## src/rtl/truth_table_sequencer.sv

```systemverilog
// truth_table_sequencer: sweeps every input vector of a function bank, streams captured rows and checks them against a golden table
module truth_table_sequencer #(
   parameter int N_IN   = 2,
   parameter int N_FN   = 5,
   parameter int SETTLE = 2
) (
   input  logic                       clk,
   input  logic                       rst_n,
   input  logic                       start,
   input  logic                       abort,
   input  logic [N_FN*(2**N_IN)-1:0]  golden,
   output logic [N_IN-1:0]            vec,
   input  logic [N_FN-1:0]            fn_out,
   output logic                       row_valid,
   output logic [N_IN-1:0]            row_idx,
   output logic [N_FN-1:0]            row_data,
   output logic                       busy,
   output logic                       done,
   output logic [N_FN-1:0]            mismatch,
   output logic                       pass
);
   typedef enum logic [1:0] {ST_IDLE, ST_SETTLE, ST_CAPTURE} state_t;
   state_t                     state, state_next;
   logic [7:0]                 cnt;
   logic [N_FN*(2**N_IN)-1:0]  golden_reg;
   logic [N_FN-1:0]            gold_row, mism_next;
   logic                       last;
   assign last      = &vec;
   assign gold_row  = N_FN'(golden_reg >> (vec * N_FN));
   assign mism_next = mismatch | (fn_out ^ gold_row);
   // SETTLE state lasts max(SETTLE,1) cycles, so a row is held for that plus the capture cycle
   always_comb begin
      state_next = state;
      case (state)
         ST_IDLE:    state_next = start ? ST_SETTLE : ST_IDLE;
         ST_SETTLE:  state_next = abort ? ST_IDLE : (cnt > 8'd1 ? ST_SETTLE : ST_CAPTURE);
         ST_CAPTURE: state_next = (abort || last) ? ST_IDLE : ST_SETTLE;
         default:    state_next = ST_IDLE;
      endcase
   end
   always_ff @(posedge clk) state <= !rst_n ? ST_IDLE : state_next;
   always_ff @(posedge clk) begin
      if (!rst_n) begin
         vec        <= '0;
         cnt        <= '0;
         golden_reg <= '0;
         row_valid  <= 1'b0;
         row_idx    <= '0;
         row_data   <= '0;
         busy       <= 1'b0;
         done       <= 1'b0;
         mismatch   <= '0;
         pass       <= 1'b0;
      end else begin
         row_valid <= 1'b0;
         done      <= 1'b0;
         if (state == ST_IDLE) begin
            if (start) begin
               golden_reg <= golden;
               vec        <= '0;
               cnt        <= 8'(SETTLE);
               mismatch   <= '0;
               pass       <= 1'b0;
               busy       <= 1'b1;
            end
         end else if (abort) begin
            vec      <= '0;
            mismatch <= '0;
            pass     <= 1'b0;
            busy     <= 1'b0;
         end else if (state == ST_SETTLE) begin
            if (cnt > 8'd1) cnt <= cnt - 8'd1;
         end else begin
            row_data  <= fn_out;
            row_idx   <= vec;
            row_valid <= 1'b1;
            mismatch  <= mism_next;
            if (last) begin
               busy <= 1'b0;
               done <= 1'b1;
               pass <= ~|mism_next;
               vec  <= '0;
            end else begin
               vec <= vec + N_IN'(1);
               cnt <= 8'(SETTLE);
            end
         end
      end
   end
endmodule
```

## config.mk

```make
export PLATFORM = sky130hd
export DESIGN_NAME = truth_table_sequencer
export DESIGN_NICKNAME = d
export VERILOG_FILES = /design/src/rtl/truth_table_sequencer.sv
export SDC_FILE = /design/constraint.sdc
export NUM_CORES = 1
export LEC_CHECK = 0
export ABC_CLOCK_PERIOD_IN_PS = 2300
export CAP_MARGIN = 20
export CORE_ASPECT_RATIO = 1.4
export CORE_MARGIN = 2
export CORE_UTILIZATION = 41
export DETAILED_ROUTE_END_ITERATION = 8
export GPL_TIMING_DRIVEN = 0
export PLACE_DENSITY = 0.67
export SYNTH_ARGS = -nofsm -noshare
export SYNTH_HDL_FRONTEND = slang
export SYNTH_SLANG_ARGS = --single-unit
```

## constraint.sdc

```tcl
create_clock -name clk -period 2.3 [get_ports clk]
set_clock_uncertainty 0.1 [all_clocks]
set_input_delay 0.46 -clock clk [delete_from_list [all_inputs] [get_ports clk]]
set_output_delay 0.46 -clock clk [all_outputs]
set_load 0.01 [all_outputs]
```

Word level (Yosys, flattened, before mapping)
Index checks and enable logic that the tools add are counted.
{"block": "word_totals", "ff_bits": 48, "in_bits": 29, "out_inout_bits": 18}
{"block": "classes", "add_sub_neg": 2, "n_mul": 1, "magnitude_cmp": 1, "n_eq_ne": 7, "n_shift": 1, "mux": 32, "bitwise_logic": 6, "reduce_logical": 13}
{"operator": "8-bit 2-to-1 mux", "count": 6}
{"operator": "5-bit 2-to-1 mux", "count": 4}
{"operator": "20-bit by 5-bit right shift with 5-bit output", "count": 1}
{"operator": "1-bit 2-to-1 mux", "count": 14}
{"operator": "2-bit 2-to-1 mux", "count": 7}
{"operator": "8-bit by 1-bit greater-than comparator with 1-bit output (second input constant)", "count": 1}
{"operator": "8-bit by 1-bit subtractor with 8-bit output (second input constant)", "count": 1}
{"operator": "2-bit one-hot mux with 3 select lines", "count": 1}
{"operator": "2-bit AND reduction", "count": 3}
{"operator": "3-bit AND reduction", "count": 2}
{"operator": "2-bit by 3-bit multiplier with 5-bit output (second input constant)", "count": 1}
{"operator": "5-bit bitwise OR", "count": 1}
{"operator": "5-bit OR reduction", "count": 1}
{"operator": "5-bit bitwise XOR", "count": 1}
{"operator": "1-bit NOT", "count": 4}
{"operator": "4-bit AND reduction", "count": 1}
{"operator": "4-bit OR reduction", "count": 1}
{"operator": "3-bit by 1-bit != test with 1-bit output (second input constant)", "count": 1}
{"operator": "3-bit by 2-bit != test with 1-bit output (second input constant)", "count": 1}
{"operator": "3-bit != test (second input constant)", "count": 1}
{"operator": "3-bit nonzero test", "count": 1}
{"operator": "3-bit OR reduction", "count": 1}
{"operator": "2-bit by 1-bit adder with 2-bit output (second input constant)", "count": 1}
{"operator": "2-bit by 1-bit == test with 1-bit output (second input constant)", "count": 1}
{"operator": "other kinds (6)", "count": 6}

Longest topological paths before layout
{"block": "logic_depth", "ltp_word": 10, "ltp_mapped": 6}

Worst setup path after synthesis
OpenSTA, ideal clock, no wires.
{"block": "synth_path", "kind": "flip-flop to flip-flop", "start": "register vec[0]", "end": "register pass", "setup_time_ns": 0.069, "t_arrival_ns": 1.853, "required_ns": 2.131, "path_slack_ns": 0.278, "path_stages_with_launch": 7, "path_buffers": 1, "synth_period_minus_slack_ns": 2.022, "path_cell_list": "dfxtp_1 > buf_6 > mux4_2 > xnor2_1 > nand2b_1 > or4_1 > o21ai_1"}
{"block": "synth_via", "elab_chain_len": 10}
{"item": "from (decl)", "line": "12", "source": "output logic [N_IN-1:0] vec,"}
{"item": "from (signal assigned)", "line": "84", "source": "vec <= vec + N_IN'(1);"}
{"item": "2-bit by 3-bit multiplier with 5-bit output", "line": "29", "source": "assign gold_row = N_FN'(golden_reg >> (vec * N_FN));"}
{"item": "20-bit by 5-bit right shift with 5-bit output", "line": "29"}
{"item": "5-bit bitwise XOR", "line": "30", "source": "assign mism_next = mismatch | (fn_out ^ gold_row);"}
{"item": "5-bit bitwise OR", "line": "30"}
{"item": "5-bit OR reduction", "line": "81", "source": "pass <= ~|mism_next;"}
{"item": "1-bit zero test", "line": "81"}
{"item": "1-bit 2-to-1 mux", "line": "78", "source": "if (last) begin"}
{"item": "1-bit 2-to-1 mux", "line": "71", "source": "end else if (state == ST_SETTLE) begin"}
{"item": "1-bit 2-to-1 mux", "line": "66", "source": "end else if (abort) begin"}
{"item": "1-bit 2-to-1 mux", "line": "57", "source": "if (state == ST_IDLE) begin"}
{"item": "to (signal assigned)", "line": "81"}
{"item": "to (decl)", "line": "20", "source": "output logic pass"}
Parallel ways exist; a longest one is shown, timed or not. The select of a mux whose other input is x is not followed.
A chain may end at the register's enable or synchronous reset.

Worst setup path after layout
{"block": "layout_path", "start": "input abort", "end": "register cnt[1]"}
{"block": "layout_via", "elab_chain_len": 2}
{"item": "from (decl)", "line": "10", "source": "input logic abort,"}
{"item": "2-bit by 1-bit != test with 1-bit output (no source line)"}
{"item": "4-bit AND reduction (no source line)"}
{"item": "to (signal assigned)", "line": "61", "source": "cnt <= 8'(SETTLE);"}
{"item": "to (signal assigned)", "line": "72", "source": "if (cnt > 8'd1) cnt <= cnt - 8'd1;"}
{"item": "to (signal assigned)", "line": "85", "source": "cnt <= 8'(SETTLE);"}
{"item": "to (decl)", "line": "24", "source": "logic [7:0] cnt;"}
No other way between the ends.

==> key figures <==
Logic synthesis
  • Post-Synth XOR/XNOR Area: 5.01%
  • Avg Cell Area, Syn: 9.01 um2
  • Synth top area share: 45.8%
  • Post-synthesis adder-cell area fraction: 1.79%
  • Largest family of logic cells by synthesized area: simple AND/OR/NAND/NOR gates
  • Synth area leader: dfxtp_1
  • Yosys cell types: 31
  • Synth Warn #: 0
  • Mapped cell area: 2100 um2
  • Simple-gate share of the synthesized area: 21.3%
  • Post-synthesis sequential area ratio: 45.8%
  • Synth Area in Compound Gates: 17.3%
  • #FFs+latches synth: 48
  • Top cells by area, synth: dfxtp_1, nand2_1, a21boi_0
  • Mux contribution to synthesized area: 5.72%
  • Mapped Nets: 265
  • Cells after synthesis: 233

GRT
  • Total gr overflow: 0
  • Gr usage total: 17.5%
  • Vias in the first global route: 1656
  • Antenna violations before repair: 0
  • First-pass GRT wire length: 7660 um
  • Largest net degree at the start of global routing: 16

Cells and area
  • Cell Count, Final, Fillers Out: 351
  • Max FFs per register: 20
  • Sequential Area: 961 um2
  • ANT cells: 0
  • Area delta synth->final: 31.8%
  • Footprint of the multi-input gates: 1080 um2
  • Number of fill cells: 455
  • Final nets: 318
  • Layout cells sized above 1: 5.92%

Floorplanning
  • Row cnt: 30
  • CORE AREA: 4880 um2
  • Die W: 64.5 um
  • Die Span Y: 88.7 um
  • Initial core utilization: 43.0%
  • Ports: 47
  • Die area: 5720 um2

Placed design
  • Port buffer count: 46
  • Routability congestion estimate: 0.816
  • Placed Cells: 343
  • DP Worst Slack: -434 ps
  • Hpwl dp: 3360 um

Drt
  • First-pass DRT Iterations: 4
  • Iteration-0 DRC Markers: 54
  • Routed Antenna Nets: 0
  • Routed WL: 4590 um
  • DR DRC count: 0
  • Via Count: 1732
  • DR WL/cell: 13.1 um
  • Vias per cell: 4.93

Power and ir drop
  • Leakage power total: 0.998 nW
  • Worst VDD drop: 0.424 mV
  • PD cells: 748 nW/um2

Clock network
  • CTS Sinks: 48
  • CTS tree: done
  • Total CTS buffers: 5
  • Buffer levels on the longest clock path: 2
  • Worst skew pair latency: 300 ps
  • Clock slew at reported path FFs: 80 ps
  • Max H-tree Level: 2
  • CTS root buf: clkbuf_8

Setup path
  • CP Max Fanout: 10
  • Family with the most delay on the worst path: buffers and inverters
  • Crit Path Category: primary input to flop
  • Crit path arrival time: 2260 ps
  • Startpoint types: primary input
  • CP Cell Sequence: clkdlybuf4s50_1, nand2b_1, buf_2, nor2_2, o21ai_0, o211a_1
  • Crit path required time: 2390 ps
  • Slowest Stage Delay on Critical Path: 500 ps
  • Highest-delay cell along the critical path: clkdlybuf4s50_1
  • Crit. End Element: flop
  • Buf/Inv on CP: 2

Timing
  • Final Hold Viols: 0
  • Post-route minimum period: 2170 ps
  • Setup TNS: 0 ps
  • Fmax: 0.462 GHz
  • Worst slew pin tran: 583 ps
  • Tcrit/Tclk final: 94.2%
  • Post-route setup slack: 134 ps
  • Final setup viols: 0
  • Relative slew slack: 61.1%
  • RSZ-0062 raised after global routing: no
  • Slew Limit Fails: 0

Outcome
  • Status: finished clean

Min path
  • Hold crit path type: flop to flop

Run
  • Max-Cap Viols: 0
## cells in the mapped netlist
library cell / number
ha_1: 3
nor2_1: 15
nand2b_1: 5
clkbuf_1: 11
o211a_1: 1
nor2b_1: 9
dfxtp_1: 48
o21ai_1: 2
o2111ai_1: 4
a21boi_0: 28
or2_2: 2
mux4_2: 3
nor3b_1: 1
o211ai_1: 4
xor2_1: 8
nor3_1: 3
nand2_1: 58
nand3_1: 1
a22oi_1: 5
nor4_1: 1
mux4_1: 2
nor4bb_1: 1
or4_1: 1
buf_2: 1
buf_6: 1
and2_1: 2
o21ai_0: 2
inv_1: 2
a21oi_1: 4
xnor2_1: 4
and4b_1: 1
## area by class of cell
class | count | share of cell area (%)
multi-input cells | 170 | 39.0
flip-flops and latches | 48 | 34.7
repair buffers | 46 | 16.6
clock buffers | 6 | 2.98
well taps | 64 | 2.89
plain buffers | 13 | 2.08
clock inverters | 2 | 1.40
inverters | 2 | 0.271
## power by group
part / total [mW] / internal [mW] / switching [mW]
clock network: 0.631 / 0.355 / 0.276
logic: 0.469 / 0.223 / 0.246
registers: 0.970 / 0.911 / 0.0585
## tightest hold or removal path: cells and delay by family (launching register included)
| family | cells | cell delay (ps) |
|---|---|---|
| compound gates | 1 | 60 |
| flops | 1 | 310 |
| simple gates | 1 | 40 |
## timing repair
action                     4_1_cts  5_1_grt
gates resized for setup          1        1
hold buffers                     0        0
hold endpoints to repair         0        0
setup endpoints to repair        8        7
setup buffers                    0        0
## per-stage QoR
step                      hold slack, ps  cell area [um2]  utilization, %  total power [mW]
after global placement               349             2640            54.1              1.45
final                                362             2770            56.7              2.07
after floorplan                      339             2100               -              1.31
after CTS                            366             2760            56.6              2.09
after global routing                 394             2770            56.7              2.20
after detailed placement             355             2640            54.1              1.46
## layout by cell type (no fill, tap or decap), drive strengths merged, types with 4 or more instances in the layout
master         netlist  routed
nand2               58      58
dfxtp               48      48
clkdlybuf4s50        0      46
a21boi              28      28
clkbuf              11      17
nor2                15      15
nor2b                9       9
xor2                 8       8
nand2b               5       5
a22oi                5       5
mux4                 5       5
a21oi                4       4
o2111ai              4       4
o211ai               4       4
xnor2                4       4
o21ai                4       4
## metal layers
layer / global-route usage [%] / share of wire, % / up-vias
met2: 30.8 / 51 / 44
met3: 4.33 / 3.8 / 2
li1: - / - / 896
met5: 0 / 0 / -
met4: 6.38 / 0.76 / 0
met1: 20.8 / 44 / 790
## kinds of logic (layout without fill, tap and decap cells)
family,count (synthesis),in the layout
AOI/OAI and AO/OA,50,50
xor gates and xnor gates,12,12
adders and majority gates,3,3
buffers and inverters,15,69
DFF,48,48
muxes,5,5
and+or+nand+nor,100,100
## worst paths after layout
check / slack (ps) / to / startpoint / cells past startpoint
setup reg to reg: 160 / pass$_SDFFE_PN0P_ / vec[1]$_SDFFE_PN0P_ / 6
hold reg to reg: 360 / golden_reg[9]$_SDFFE_PN0P_ / golden_reg[9]$_SDFFE_PN0P_ / 2
setup / recovery: 130 / cnt[1]$_SDFFE_PN0P_ / abort / 6
hold / removal: 360 / golden_reg[9]$_SDFFE_PN0P_ / golden_reg[9]$_SDFFE_PN0P_ / 2
Note: power is estimated with default switching activity, not from simulation.
==> variant (same settings) <==
Put one more register stage on the output `row_valid`, without a reset. The value now appears one clock later. The other outputs are not delayed to match.
--- a/src/rtl/truth_table_sequencer.sv
+++ b/src/rtl/truth_table_sequencer.sv
@@ -20,6 +20,8 @@
    output logic                       pass
 );
    typedef enum logic [1:0] {ST_IDLE, ST_SETTLE, ST_CAPTURE} state_t;
+
+   logic row_valid_s0;
    state_t                     state, state_next;
    logic [7:0]                 cnt;
    logic [N_FN*(2**N_IN)-1:0]  golden_reg;
@@ -44,7 +46,7 @@
          vec        <= '0;
          cnt        <= '0;
          golden_reg <= '0;
-         row_valid  <= 1'b0;
+         row_valid_s0 <= 1'b0;
          row_idx    <= '0;
          row_data   <= '0;
          busy       <= 1'b0;
@@ -52,7 +54,7 @@
          mismatch   <= '0;
          pass       <= 1'b0;
       end else begin
-         row_valid <= 1'b0;
+         row_valid_s0 <= 1'b0;
          done      <= 1'b0;
          if (state == ST_IDLE) begin
             if (start) begin
@@ -73,7 +75,7 @@
          end else begin
             row_data  <= fn_out;
             row_idx   <= vec;
-            row_valid <= 1'b1;
+            row_valid_s0 <= 1'b1;
             mismatch  <= mism_next;
             if (last) begin
                busy <= 1'b0;
@@ -87,4 +89,8 @@
          end
       end
    end
+   always_ff @(posedge clk) begin
+      row_valid <= row_valid_s0;
+   end
+
 endmodule
Formal check against the unedited RTL: not equivalent (Yosys sat finds a counterexample within 10 cycles, from zero or initial values and one cycle with rst_n low).
==> variant against the original RTL <==
- worst setup slack gained 0.011 ns
- design area shrank 0.41%
- sequential share of layout area grew 0.87 points
- non-clock buffer count is the same
- area after synthesis grew 0.95%
- fmax grew 0.51%
- wire length grew 1.9%
- die area grew 0.90%
- power shrank 5.7%
- cell count grew 0.85%
- first-iteration DRC count shrank 9.3%
- critical path depth is the same
- count of clock-buffer cells in the layout is the same
- sequential cell count grew 1
- largest cell class unchanged
- highest routed layer unchanged
==> variant: results <==
{
  "reg2reg_depth": 6,
  "track_usage_pct": 16.9,
  "hold-path-endpoint": "row_valid$_DFF_P_",
  "holdWs_ns": 0.236,
  "status": "finished clean",
  "yosys-top-cells-count": "nand2_1, dfxtp_1, a21boi_0",
  "synth_area_leaders": "dfxtp_1, nand2_1, a21boi_0",
  "drtIter0Drc": 49,
  "relSlewSlack_pct": 58.5,
  "ir_worst_vdd_mv": 0.380,
  "routed_wl_mm": 4.67,
  "hold_path.class": "register to register",
  "placed_cell_area_sq_mm": 0.00266,
  "place_congestion": 0.744,
  "fillers": 495,
  "post_drt_via_cell_ratio": 5.00,
  "critPathMaxStageDelay_ns": 0.51,
  "hp-start": "row_valid_s0$_SDFF_PP0_",
  "final_cells": 354,
  "hold_path_depth": 0,
  "grt_pass1_vias": 1648,
  "grt_max_degree": 15,
  "dp_hpwl_mm": 3.53,
  "critPathTopFamily": "compound AO/OA/AOI/OAI gates",
  "ys_seq_area_share_pct": 46.3,
  "nets": 319,
  "clk_latency_ns": 0.31,
  "cp_max_fo": 8,
  "drive_gt1_share_pct": 5.56,
  "grt_pass1_wl_mm": 7.44,
  "diodes": 0,
  "async_reset_ff_share_pct": 0,
  "postSynthCellCount": 234
}
variant: cells by family (layout without fill, tap and decap cells):
kind of cell / count (synthesis) / count (layout) / share of synthesized area, %
multiplexers: 5 / 5 / 5.67
flip-flops: 49 / 49 / 46.3
XOR/XNOR: 12 / 12 / 4.96
AND/OR/NAND/NOR: 100 / 100 / 21.1
buffers and inverters: 15 / 69 / 3.07
AO/OA/AOI/OAI: 50 / 50 / 17.1
adder cells (fa/ha/maj): 3 / 3 / 1.77
variant: what timing repair did:
item | CTS | global route
resized for setup | 1 | 2
cloned | 0 | 0
endpoints found under the setup margin | 8 | 7
hold endpoints to repair | 0 | 0
variant: where the power goes:
group          leakage [uW]  internal, uW  switching (uW)
logic              0.000546           223             249
clock network     0.0000450           211             281
registers          0.000400           929            58.4
variant: worst max path at each step:
stage,from,to,slack [ns],cells past startpoint
floorplan,vec[0]$_SDFFE_PN0P_,pass$_SDFFE_PN0P_,0.28,6
global placement,abort,cnt[3]$_SDFFE_PN0P_,-0.46,7
detailed placement,abort,cnt[0]$_SDFFE_PN0P_,-0.46,7
CTS,abort,cnt[0]$_SDFFE_PN0P_,0.03,7
global route,cnt[0]$_SDFFE_PN0P_,cnt[0]$_SDFFE_PN0P_,0.01,6
finish,abort,cnt[0]$_SDFFE_PN0P_,0.14,6
variant: layer usage:
layer	track usage, %	up-vias	wire length [um]
met5	0	-	0
met4	6.38	0	74
met3	3.78	5	177
met2	31.8	43	2450
met1	18.5	817	1970
li1	-	905	-
variant: stage by stage:
| stage | setup WS [ns] | TNS [ns] |
|---|---|---|
| after floorplan | 0.278 | 0 |
| after global placement | -0.464 | -3.91 |
| after detailed placement | -0.463 | -3.80 |
| final | 0.145 | 0 |
| after global routing | 0.0116 | 0 |
| after CTS | 0.0322 | 0 |
variant: area by class of cell:
type | instances | area, sq um | share of cell area (%)
inverter | 2 | 7.51 | 0.272
multi-input combinational | 170 | 1080 | 39.4
tap | 66 | 82.6 | 3.00
timing repair buffer | 46 | 460 | 16.7
buffer | 13 | 57.6 | 2.09
clock inverter | 2 | 10.0 | 0.363
sequential | 49 | 981 | 35.6
clock buffer | 6 | 72.6 | 2.63
